[src/rtl/regs_file_if.sv]
// Register file interface: decode read ports, writeback write port,
// issue tracking and status outputs grouped as one bundle.
interface regs_file_if #(
  parameter int ADDR_W = 5,
  parameter int DATA_W = 32
);
  localparam int NREGS = 2 ** ADDR_W;

  logic [ADDR_W-1:0] rs1_addr_i;
  logic [ADDR_W-1:0] rs2_addr_i;
  logic [DATA_W-1:0] rs1_data_o;
  logic [DATA_W-1:0] rs2_data_o;
  logic [ADDR_W-1:0] rd_addr_i;
  logic [DATA_W-1:0] rd_data_i;
  logic              reg_wen_i;
  logic              issue_valid_i;
  logic [ADDR_W-1:0] issue_rd_i;
  logic              hazard_o;
  logic [NREGS-1:0]  busy_o;
  logic [31:0]       wr_count_o;

  modport master (
    output rs1_addr_i, rs2_addr_i, rd_addr_i, rd_data_i, reg_wen_i,
           issue_valid_i, issue_rd_i,
    input  rs1_data_o, rs2_data_o, hazard_o, busy_o, wr_count_o
  );

  modport slave (
    input  rs1_addr_i, rs2_addr_i, rd_addr_i, rd_data_i, reg_wen_i,
           issue_valid_i, issue_rd_i,
    output rs1_data_o, rs2_data_o, hazard_o, busy_o, wr_count_o
  );
endinterface

[src/rtl/regs_file.sv]
// Integer register file: 2 read / 1 write ports, x0 hardwired to zero,
// write-to-read bypass and a pending-write scoreboard for RAW hazard detection.
module regs_file #(
  parameter int ADDR_W = 5,
  parameter int DATA_W = 32
) (
  input  logic        clk,
  input  logic        rst,
  regs_file_if.slave  rf
);
  localparam int NREGS = 2 ** ADDR_W;
  localparam int CNT_W = 32;

  logic [DATA_W-1:0] regs_q [NREGS];
  logic [NREGS-1:0]  busy_q;
  logic [NREGS-1:0]  busy_d;
  logic [CNT_W-1:0]  wr_count_q;
  logic [CNT_W-1:0]  wr_count_d;

  logic              wr_fire_s;
  logic              issue_fire_s;
  logic              rs1_hit_s;
  logic              rs2_hit_s;
  logic              rs1_pend_s;
  logic              rs2_pend_s;

  // A read port returns zero for x0, the in-flight write on a bypass hit,
  // and the stored value otherwise.
  function automatic logic [DATA_W-1:0] read_port(
    input logic [ADDR_W-1:0] addr,
    input logic              hit,
    input logic [DATA_W-1:0] wr_data,
    input logic [DATA_W-1:0] arr_data
  );
    logic [DATA_W-1:0] res;
    if (addr == {ADDR_W{1'b0}}) begin
      res = {DATA_W{1'b0}};
    end else if (hit) begin
      res = wr_data;
    end else begin
      res = arr_data;
    end
    return res;
  endfunction

  // Qualified write/issue strobes and per-port bypass detection.
  always_comb begin
    wr_fire_s    = rf.reg_wen_i && (rf.rd_addr_i != {ADDR_W{1'b0}});
    issue_fire_s = rf.issue_valid_i && (rf.issue_rd_i != {ADDR_W{1'b0}});
    rs1_hit_s    = wr_fire_s && (rf.rd_addr_i == rf.rs1_addr_i);
    rs2_hit_s    = wr_fire_s && (rf.rd_addr_i == rf.rs2_addr_i);
  end

  // Combinational read ports and hazard flag.
  always_comb begin
    rf.rs1_data_o = read_port(rf.rs1_addr_i, rs1_hit_s, rf.rd_data_i, regs_q[rf.rs1_addr_i]);
    rf.rs2_data_o = read_port(rf.rs2_addr_i, rs2_hit_s, rf.rd_data_i, regs_q[rf.rs2_addr_i]);
    // A source written this cycle is covered by the bypass, so it is not a hazard.
    rs1_pend_s  = (rf.rs1_addr_i != {ADDR_W{1'b0}}) && busy_q[rf.rs1_addr_i] && !rs1_hit_s;
    rs2_pend_s  = (rf.rs2_addr_i != {ADDR_W{1'b0}}) && busy_q[rf.rs2_addr_i] && !rs2_hit_s;
    rf.hazard_o = rs1_pend_s || rs2_pend_s;
  end

  // Next-state scoreboard and write counter.
  always_comb begin
    busy_d     = busy_q;
    wr_count_d = wr_count_q;
    if (wr_fire_s) begin
      busy_d[rf.rd_addr_i] = 1'b0;
      wr_count_d           = wr_count_q + 32'd1;
    end else begin
      wr_count_d = wr_count_q;
    end
    // Applied after the clear so a newer producer on the same index wins.
    if (issue_fire_s) begin
      busy_d[rf.issue_rd_i] = 1'b1;
    end else begin
      busy_d = busy_d;
    end
    busy_d[0] = 1'b0;
  end

  // Array, scoreboard and counter state with asynchronous clear.
  always_ff @(posedge clk or negedge rst) begin
    if (!rst) begin
      for (int i = 0; i < NREGS; i++) begin
        regs_q[i] <= {DATA_W{1'b0}};
      end
      busy_q     <= {NREGS{1'b0}};
      wr_count_q <= {CNT_W{1'b0}};
    end else begin
      busy_q     <= busy_d;
      wr_count_q <= wr_count_d;
      if (wr_fire_s) begin
        regs_q[rf.rd_addr_i] <= rf.rd_data_i;
      end
    end
  end

  // Status outputs come straight from registers.
  always_comb begin
    rf.busy_o     = busy_q;
    rf.wr_count_o = wr_count_q;
  end
endmodule

[src/flat_wrapper.sv]
// flat-port wrapper written by rule: the top's interface ports become plain ports
module regs_file_flat 
#(
  parameter int ADDR_W = 5,
  parameter int DATA_W = 32
)
  (clk, rst, rf_rs1_addr_i, rf_rs2_addr_i, rf_rd_addr_i, rf_rd_data_i, rf_reg_wen_i, rf_issue_valid_i, rf_issue_rd_i, rf_rs1_data_o, rf_rs2_data_o, rf_hazard_o, rf_busy_o, rf_wr_count_o);
  regs_file_if #(.ADDR_W(ADDR_W), .DATA_W(DATA_W)) rf_i ();
  input  logic clk;
  input  logic rst;
  input wire logic [$bits(rf_i.rs1_addr_i)-1:0] rf_rs1_addr_i;
  input wire logic [$bits(rf_i.rs2_addr_i)-1:0] rf_rs2_addr_i;
  input wire logic [$bits(rf_i.rd_addr_i)-1:0] rf_rd_addr_i;
  input wire logic [$bits(rf_i.rd_data_i)-1:0] rf_rd_data_i;
  input wire logic [$bits(rf_i.reg_wen_i)-1:0] rf_reg_wen_i;
  input wire logic [$bits(rf_i.issue_valid_i)-1:0] rf_issue_valid_i;
  input wire logic [$bits(rf_i.issue_rd_i)-1:0] rf_issue_rd_i;
  output wire logic [$bits(rf_i.rs1_data_o)-1:0] rf_rs1_data_o;
  output wire logic [$bits(rf_i.rs2_data_o)-1:0] rf_rs2_data_o;
  output wire logic [$bits(rf_i.hazard_o)-1:0] rf_hazard_o;
  output wire logic [$bits(rf_i.busy_o)-1:0] rf_busy_o;
  output wire logic [$bits(rf_i.wr_count_o)-1:0] rf_wr_count_o;
  assign rf_i.rs1_addr_i = rf_rs1_addr_i;
  assign rf_i.rs2_addr_i = rf_rs2_addr_i;
  assign rf_i.rd_addr_i = rf_rd_addr_i;
  assign rf_i.rd_data_i = rf_rd_data_i;
  assign rf_i.reg_wen_i = rf_reg_wen_i;
  assign rf_i.issue_valid_i = rf_issue_valid_i;
  assign rf_i.issue_rd_i = rf_issue_rd_i;
  assign rf_rs1_data_o = rf_i.rs1_data_o;
  assign rf_rs2_data_o = rf_i.rs2_data_o;
  assign rf_hazard_o = rf_i.hazard_o;
  assign rf_busy_o = rf_i.busy_o;
  assign rf_wr_count_o = rf_i.wr_count_o;
  regs_file #(.ADDR_W(ADDR_W), .DATA_W(DATA_W)) u_core (.clk(clk), .rst(rst), .rf(rf_i));
endmodule
[config.mk]
export PLATFORM = sky130hd
export DESIGN_NAME = regs_file_flat
export DESIGN_NICKNAME = d
export VERILOG_FILES = /design/src/rtl/regs_file_if.sv /design/src/rtl/regs_file.sv /design/src/flat_wrapper.sv
export SDC_FILE = /design/constraint.sdc
export NUM_CORES = 2
export LEC_CHECK = 0
export CORE_MARGIN = 2
export CORE_UTILIZATION = 45
export DETAILED_ROUTE_END_ITERATION = 10
export PLACE_DENSITY = 0.61
export SYNTH_ARGS = -nofsm -noshare
export SYNTH_HDL_FRONTEND = slang
export SYNTH_SLANG_ARGS = --single-unit
[constraint.sdc]
create_clock -name clk -period 6.4 [get_ports clk]
set_input_delay 1.28 -clock clk [delete_from_list [all_inputs] [get_ports clk]]
set_output_delay 1.28 -clock clk [all_outputs]
set_load 0.02 [all_outputs]
# After elaboration in Yosys (flattened, before gate mapping)
# Cells that the tools add are included.
dict set report word_totals {
  word_cells 96
  out_inout_bits 129
  register_bits 1087
  input_bits 56
}
dict set report classes {
  n_reduce_logical 20
  mux 23
  n_addsub 1
  magnitude_cmp 10
  bitwise_logic 6
  n_eq_ne 2
}
# operator count
set op_table {}
lappend op_table {{1024-bit bitwise mux} 1}
lappend op_table {{32-bit two-way mux} 11}
lappend op_table {{32-bit binary-select mux with 5-bit select} 2}
lappend op_table {{32-bit demux with 5-bit select} 1}
lappend op_table {{32-bit by 1-bit adder with 32-bit output (second input constant)} 1}
lappend op_table {{32-bit AND} 1}
lappend op_table {{32-bit NOT} 1}
lappend op_table {{32-bit OR} 1}
lappend op_table {{5-bit by 6-bit less-than comparator with 1-bit output (second input constant)} 4}
lappend op_table {{5-bit nonzero test} 4}
lappend op_table {{6-bit >= comparator (second input constant)} 3}
lappend op_table {{5-bit NOT with 6-bit output} 3}
lappend op_table {{1-bit logical AND} 11}
lappend op_table {{1-bit binary-select mux with 5-bit select} 2}
lappend op_table {{1-bit demux with 5-bit select} 2}
lappend op_table {{5-bit equality test} 2}
lappend op_table {{5-bit by 1-bit >= comparator with 1-bit output (second input constant)} 2}
lappend op_table {{5-bit logical NOT} 2}
lappend op_table {{6-bit by 1-bit less-than comparator with 1-bit output (second input constant)} 1}
lappend op_table {{1-bit two-way mux} 4}
lappend op_table {{1-bit logical NOT} 2}
lappend op_table {{1-bit logical OR} 1}

# Longest topological paths before layout
dict set report depth {
  depth_word 9
  depth_mapped 10
  mapped_depth_nobuf 6
}

# Least setup slack after synthesis
# OpenSTA, ideal clock, no wires.
dict set report synth_timing {
  kind {input to output}
  from {in rf_rs2_addr_i[1]}
  to {out rf_rs2_data_o[5]}
  n_path_buf 4
  stages 8
  required_ps 5120
  arrival_time_ps 3181
  setup_slack_ps 1939
  path_cell_list {buf_2 -> buf_2 -> buf_2 -> buf_1 -> mux4_2 -> a22oi_1 -> a21oi_1 -> a211o_1}
}
dict set report synth_via {
  elab_chain_cells 6
  word_cells_on_any_way 9
  cone_classes {1 x eq/ne; 5 x mux; 1 x bitwise; 2 x reduce/logical}
}
# element line
set synth_lines {}
lappend synth_lines {{start: declaration} flat_wrapper.sv:12} ;# input wire logic [$bits(rf_i.rs2_addr_i)-1:0] rf_rs2_addr_i;
lappend synth_lines {{5-bit NOT with 6-bit output (not written as such)} regs_file.sv:57} ;# rf.rs2_data_o = read_port(rf.rs2_addr_i, rs2_hit_s, rf.rd_data_i, regs_q[rf.rs2_addr_i]);
lappend synth_lines {{32-bit binary-select mux with 5-bit select} regs_file.sv:57}
lappend synth_lines {{32-bit two-way mux (not written as such) (2 in a row)} regs_file.sv:57}
lappend synth_lines {{32-bit two-way mux} regs_file.sv:38} ;# end else if (hit) begin
lappend synth_lines {{32-bit two-way mux *} regs_file.sv:36} ;# if (addr == {ADDR_W{1'b0}}) begin
lappend synth_lines {{end: declaration} flat_wrapper.sv:19} ;# output wire logic [$bits(rf_i.rs2_data_o)-1:0] rf_rs2_data_o;
# Every way passes the cells marked *; elsewhere a longest branch is shown, timed or not. The select of a mux whose other input is x is not followed.

# Final worst setup path
dict set report layout_timing {
  from {in rf_rd_addr_i[2]}
  to {out rf_rs1_data_o[29]}
}
dict set report layout_via {
  elab_chain_cells 5
  word_cells_on_any_way 6
  cone_classes {1 x eq/ne; 2 x mux; 3 x reduce/logical}
}
# element line
set layout_lines {}
lappend layout_lines {{start: declaration} flat_wrapper.sv:13} ;# input wire logic [$bits(rf_i.rd_addr_i)-1:0] rf_rd_addr_i;
lappend layout_lines {{5-bit nonzero test} regs_file.sv:48} ;# wr_fire_s = rf.reg_wen_i && (rf.rd_addr_i != {ADDR_W{1'b0}});
lappend layout_lines {{1-bit logical AND} regs_file.sv:48}
lappend layout_lines {{1-bit logical AND *} regs_file.sv:50} ;# rs1_hit_s = wr_fire_s && (rf.rd_addr_i == rf.rs1_addr_i);
lappend layout_lines {{32-bit two-way mux *} regs_file.sv:38}
lappend layout_lines {{32-bit two-way mux *} regs_file.sv:36}
lappend layout_lines {{end: declaration} flat_wrapper.sv:18} ;# output wire logic [$bits(rf_i.rs1_data_o)-1:0] rf_rs1_data_o;
# Every way passes the cells marked *; elsewhere a longest branch is shown, timed or not.

==> results.py <==
metrics = {
    "grt": {
        "grt_max_degree": 150,
        "grt.total_usage_pct": 29.83,
        "first_global_vias": 39651,
        "antenna_found_initial": 5,
        "grt_first_pass_wirelength_mm": 287.3,
        "overflow": 0,
    },
    "worst_setup_path": {
        "r2r_slack_ns": 3.94,
        "arrival_ns": 4.77,
        "critPathMaxFanout": 10,
        "crit_path_start_kind": "input pin",
        "r2r_end": "u_core.rf.wr_count_o[31]",
        "crit_slowest_cell": "o31ai_4",
        "slowest_delay_ns": 0.89,
        "crit_cells": 8,
        "reg2reg_depth": 5,
        "crit_start": "rf_rd_addr_i[2]",
        "cp.buffers_inverters": 3,
        "worstPathCellList": "clkdlybuf4s50_1 > xnor2_1 > nand4_1 > o31ai_4 > buf_4 > a211oi_1 > a211o_1 > clkdlybuf4s50_1",
        "critPathKind": "input pin to primary output",
        "required_ns": 5.12,
        "r2r-start": "u_core.rf.wr_count_o[6]",
        "end_kind": "primary output",
        "critPathTopFamily": "buffers and inverters",
        "critical_path.most_common_cell": "clkdlybuf4s50_1",
        "crit_end": "rf_rs1_data_o[29]",
    },
    "place": {
        "dp_hpwl_mm": 117.6,
        "place_congestion": 0.8666,
        "port_buffers": 183,
    },
    "clock_network": {
        "clk_latency_ns": 0.74,
        "clkTransAtPathRegs_ns": 0.06,
        "clk_path_buf_depth": 3,
        "cts_tree": "done",
        "hold_buffers": 0,
        "cts_resized": 0,
        "cts_buffers": 115,
        "post_cts_buffers": 0,
        "cts.sinks": 1087,
        "cts_root_buf": "clkbuf_16",
        "htreeDepth": 3,
    },
    "floorplanning": {
        "start_util_pct": 45.26,
        "fp.dieW_um": 364.4,
        "dieArea_um2": 132800,
        "core.rowCount": 132,
        "core_um2": 129200,
        "ios": 185,
        "die_h_um": 364.4,
    },
    "sta": {
        "setup_viol": 0,
        "min_period_over_period_pct": 94.58,
        "finalHoldViolations": 0,
        "fmax_mhz": 165.2,
        "finalClockSkew_ns": 0.01410,
        "tns_ns": 0,
        "worstMarginPinSlew_ns": 1.320,
        "rsz0062_at_grt": "no",
        "period_needed_ns": 6.053,
        "whs_ns": 0.3920,
        "maxSlewHeadroom_pct": 11.71,
        "drv_slew": 0,
    },
    "power_and_ir_drop": {
        "p_leak_nw": 28.74,
        "p_per_area_nw_per_um2": 310.3,
        "power_frac_clock_pct": 33.2,
        "total_power_mw": 20.59,
        "switching_share_pct": 28.73,
        "p_comb_share_pct": 22.3,
        "intPower_mw": 14.67,
        "peakVddDrop_v": 0.0002695,
        "power_switching_mw": 5.916,
        "p_seq_share_pct": 44.5,
    },
    "synth": {
        "synth_area_um2": 58450,
        "async_flop_share_pct": 100.0,
        "synth-edff-count": 0,
        "syn_area_per_cell_um2": 14.03,
        "synth_cells": 4166,
        "ys_warn_count": 0,
        "ys_seq_area_share_pct": 46.54,
        "syn-num-nets": 4223,
        "synth_top_flop_cell": "dfrtp_1",
        "ys_ff_latch": 1087,
        "ys_types": 59,
    },
    "cells_and_area": {
        "drive_gt1_share_pct": 43.03,
        "syn_to_final_growth_pct": 13.50,
        "final_nets": 4248,
        "final_util_pct": 51.37,
    },
    "detailed_routing": {
        "drtPass1Iterations": 8,
        "drc": 0,
        "wl_per_cell_um": 32.86,
        "finalWirelength_mm": 197.8,
        "ant_nets": 0,
        "vias": 39534,
        "drt_iter0_drc": 4006,
        "viasPerCell": 6.566,
    },
    "worst_hold_path": {
        "hp-start": "u_core.regs_q[997]",
        "hold_class": "flop to flop",
    },
    "status": {
        "status": "complete, no violations",
    },
    "run": {
        "maxCapViolCount": 0,
    },
}
per-layer routing:
metal / up-vias / track usage (%) / part of all wire (%) / wire length, um
met5: - / 0 / 0.0071 / 14
met4: 4 / 11.10 / 3.6 / 7041
met3: 368 / 6.656 / 8.7 / 17220
met2: 1716 / 45.17 / 45 / 89350
met1: 21385 / 42.14 / 43 / 84220
li1: 16061 / - / - / -
sequential cells by signal (all words and copies together), names as in the netlist:
name,cells
u_core.regs_q,1024
u_core.rf.busy_o,31
u_core.rf.wr_count_o,32
cell usage in the layout (no fill, tap or decap), types with 14 or more instances in the layout:
| cell type | Yosys | routed |
|---|---|---|
| a211o_1 | 54 | 54 |
| a211oi_1 | 59 | 59 |
| a21oi_1 | 71 | 71 |
| a221o_1 | 14 | 14 |
| a221oi_1 | 104 | 104 |
| a22oi_1 | 41 | 41 |
| and3_1 | 29 | 29 |
| buf_12 | 0 | 35 |
| buf_4 | 28 | 169 |
| clkbuf_1 | 266 | 24 |
| clkbuf_16 | 0 | 116 |
| clkbuf_8 | 0 | 32 |
| clkdlybuf4s50_1 | 0 | 160 |
| clkinv_2 | 0 | 16 |
| dfrtp_1 | 1087 | 1087 |
| mux2_2 | 990 | 990 |
| mux2i_1 | 312 | 312 |
| mux4_2 | 402 | 402 |
| nand2_1 | 124 | 112 |
| nand2b_1 | 21 | 21 |
| nand3_1 | 21 | 20 |
| nor2_1 | 53 | 39 |
| nor2_4 | 0 | 14 |
| nor3_1 | 36 | 32 |
| o21ai_0 | 72 | 72 |
| o21bai_1 | 15 | 15 |
| o22ai_1 | 34 | 34 |
| xnor2_1 | 31 | 31 |
Yosys cell counts, drive strengths merged (14+ instances only):
cell type / instances / area share (%)
nand2: 124 / 0.80
xnor2: 31 / 0.46
o21ai: 73 / 0.64
nand2b: 21 / 0.22
buf: 197 / 1.8
o22ai: 34 / 0.36
a211oi: 65 / 0.89
nor3: 40 / 0.38
a22oi: 41 / 0.53
a221oi: 104 / 1.6
o21bai: 15 / 0.19
a221o: 14 / 0.24
nor2: 53 / 0.34
mux2: 990 / 19
mux2i: 312 / 5.3
inv: 15 / 0.096
and3: 29 / 0.31
dfrtp: 1087 / 47
clkbuf: 266 / 1.7
a21oi: 71 / 0.61
nand3: 21 / 0.18
mux4: 402 / 15
a211o: 54 / 0.81
cell families (layout without fill, tap and decap cells):
group	after synthesis	count (layout)	share of synthesized area, %
other cells	1	4	0.006416
mux	1704	1704	39.90
xor+xnor	41	41	0.6143
flops	1087	1087	46.54
buf+inv	478	588	3.611
simple gates	337	337	2.823
compound gates	517	517	6.482
fa+ha+maj	1	1	0.02140
final cells by class:
class	instances	area (um2)
multi-input cells	2601	29440
flip-flops and latches	1087	27200
well taps	1742	2180
inverters	15	57.56
clock inverters	30	360.3
repair buffers	371	3669
diodes	3	7.507
clock buffers	172	3433
fillers	10994	62810
worst min path at each step:
stage                               end  cells after the start
finish               u_core.regs_q[997]                      0
global route        u_core.regs_q[1006]                      0
CTS                 u_core.regs_q[1002]                      0
detailed placement  u_core.regs_q[1003]                      0
global placement    u_core.regs_q[1021]                      0
floorplan           u_core.regs_q[1000]                      1
power groups by stage:
| stage | clock network (mW) | registers [mW] | logic [mW] |
|---|---|---|---|
| global route | 7.21 | 9.32 | 4.88 |
| detailed placement | 0 | 9.24 | 4.57 |
| finish | 6.83 | 9.17 | 4.59 |
| CTS | 6.92 | 9.12 | 4.59 |
| floorplan | 0 | 8.99 | 3.16 |
| global placement | 0 | 9.17 | 4.52 |
per-stage QoR:
stage / instance area [um2] / worst slack, ns / std cells
2_1_floorplan: 58450 / 1.939 / 4166
3_3_place_gp: 62540 / 0.5067 / 5816
3_5_place_dp: 62540 / 0.4480 / 5816
4_1_cts: 66340 / 0.4302 / 6018
5_1_grt: 66340 / 0.2846 / 6020
6_report: 66340 / 0.3470 / 6021
Note: power is estimated with default switching activity, not from simulation.
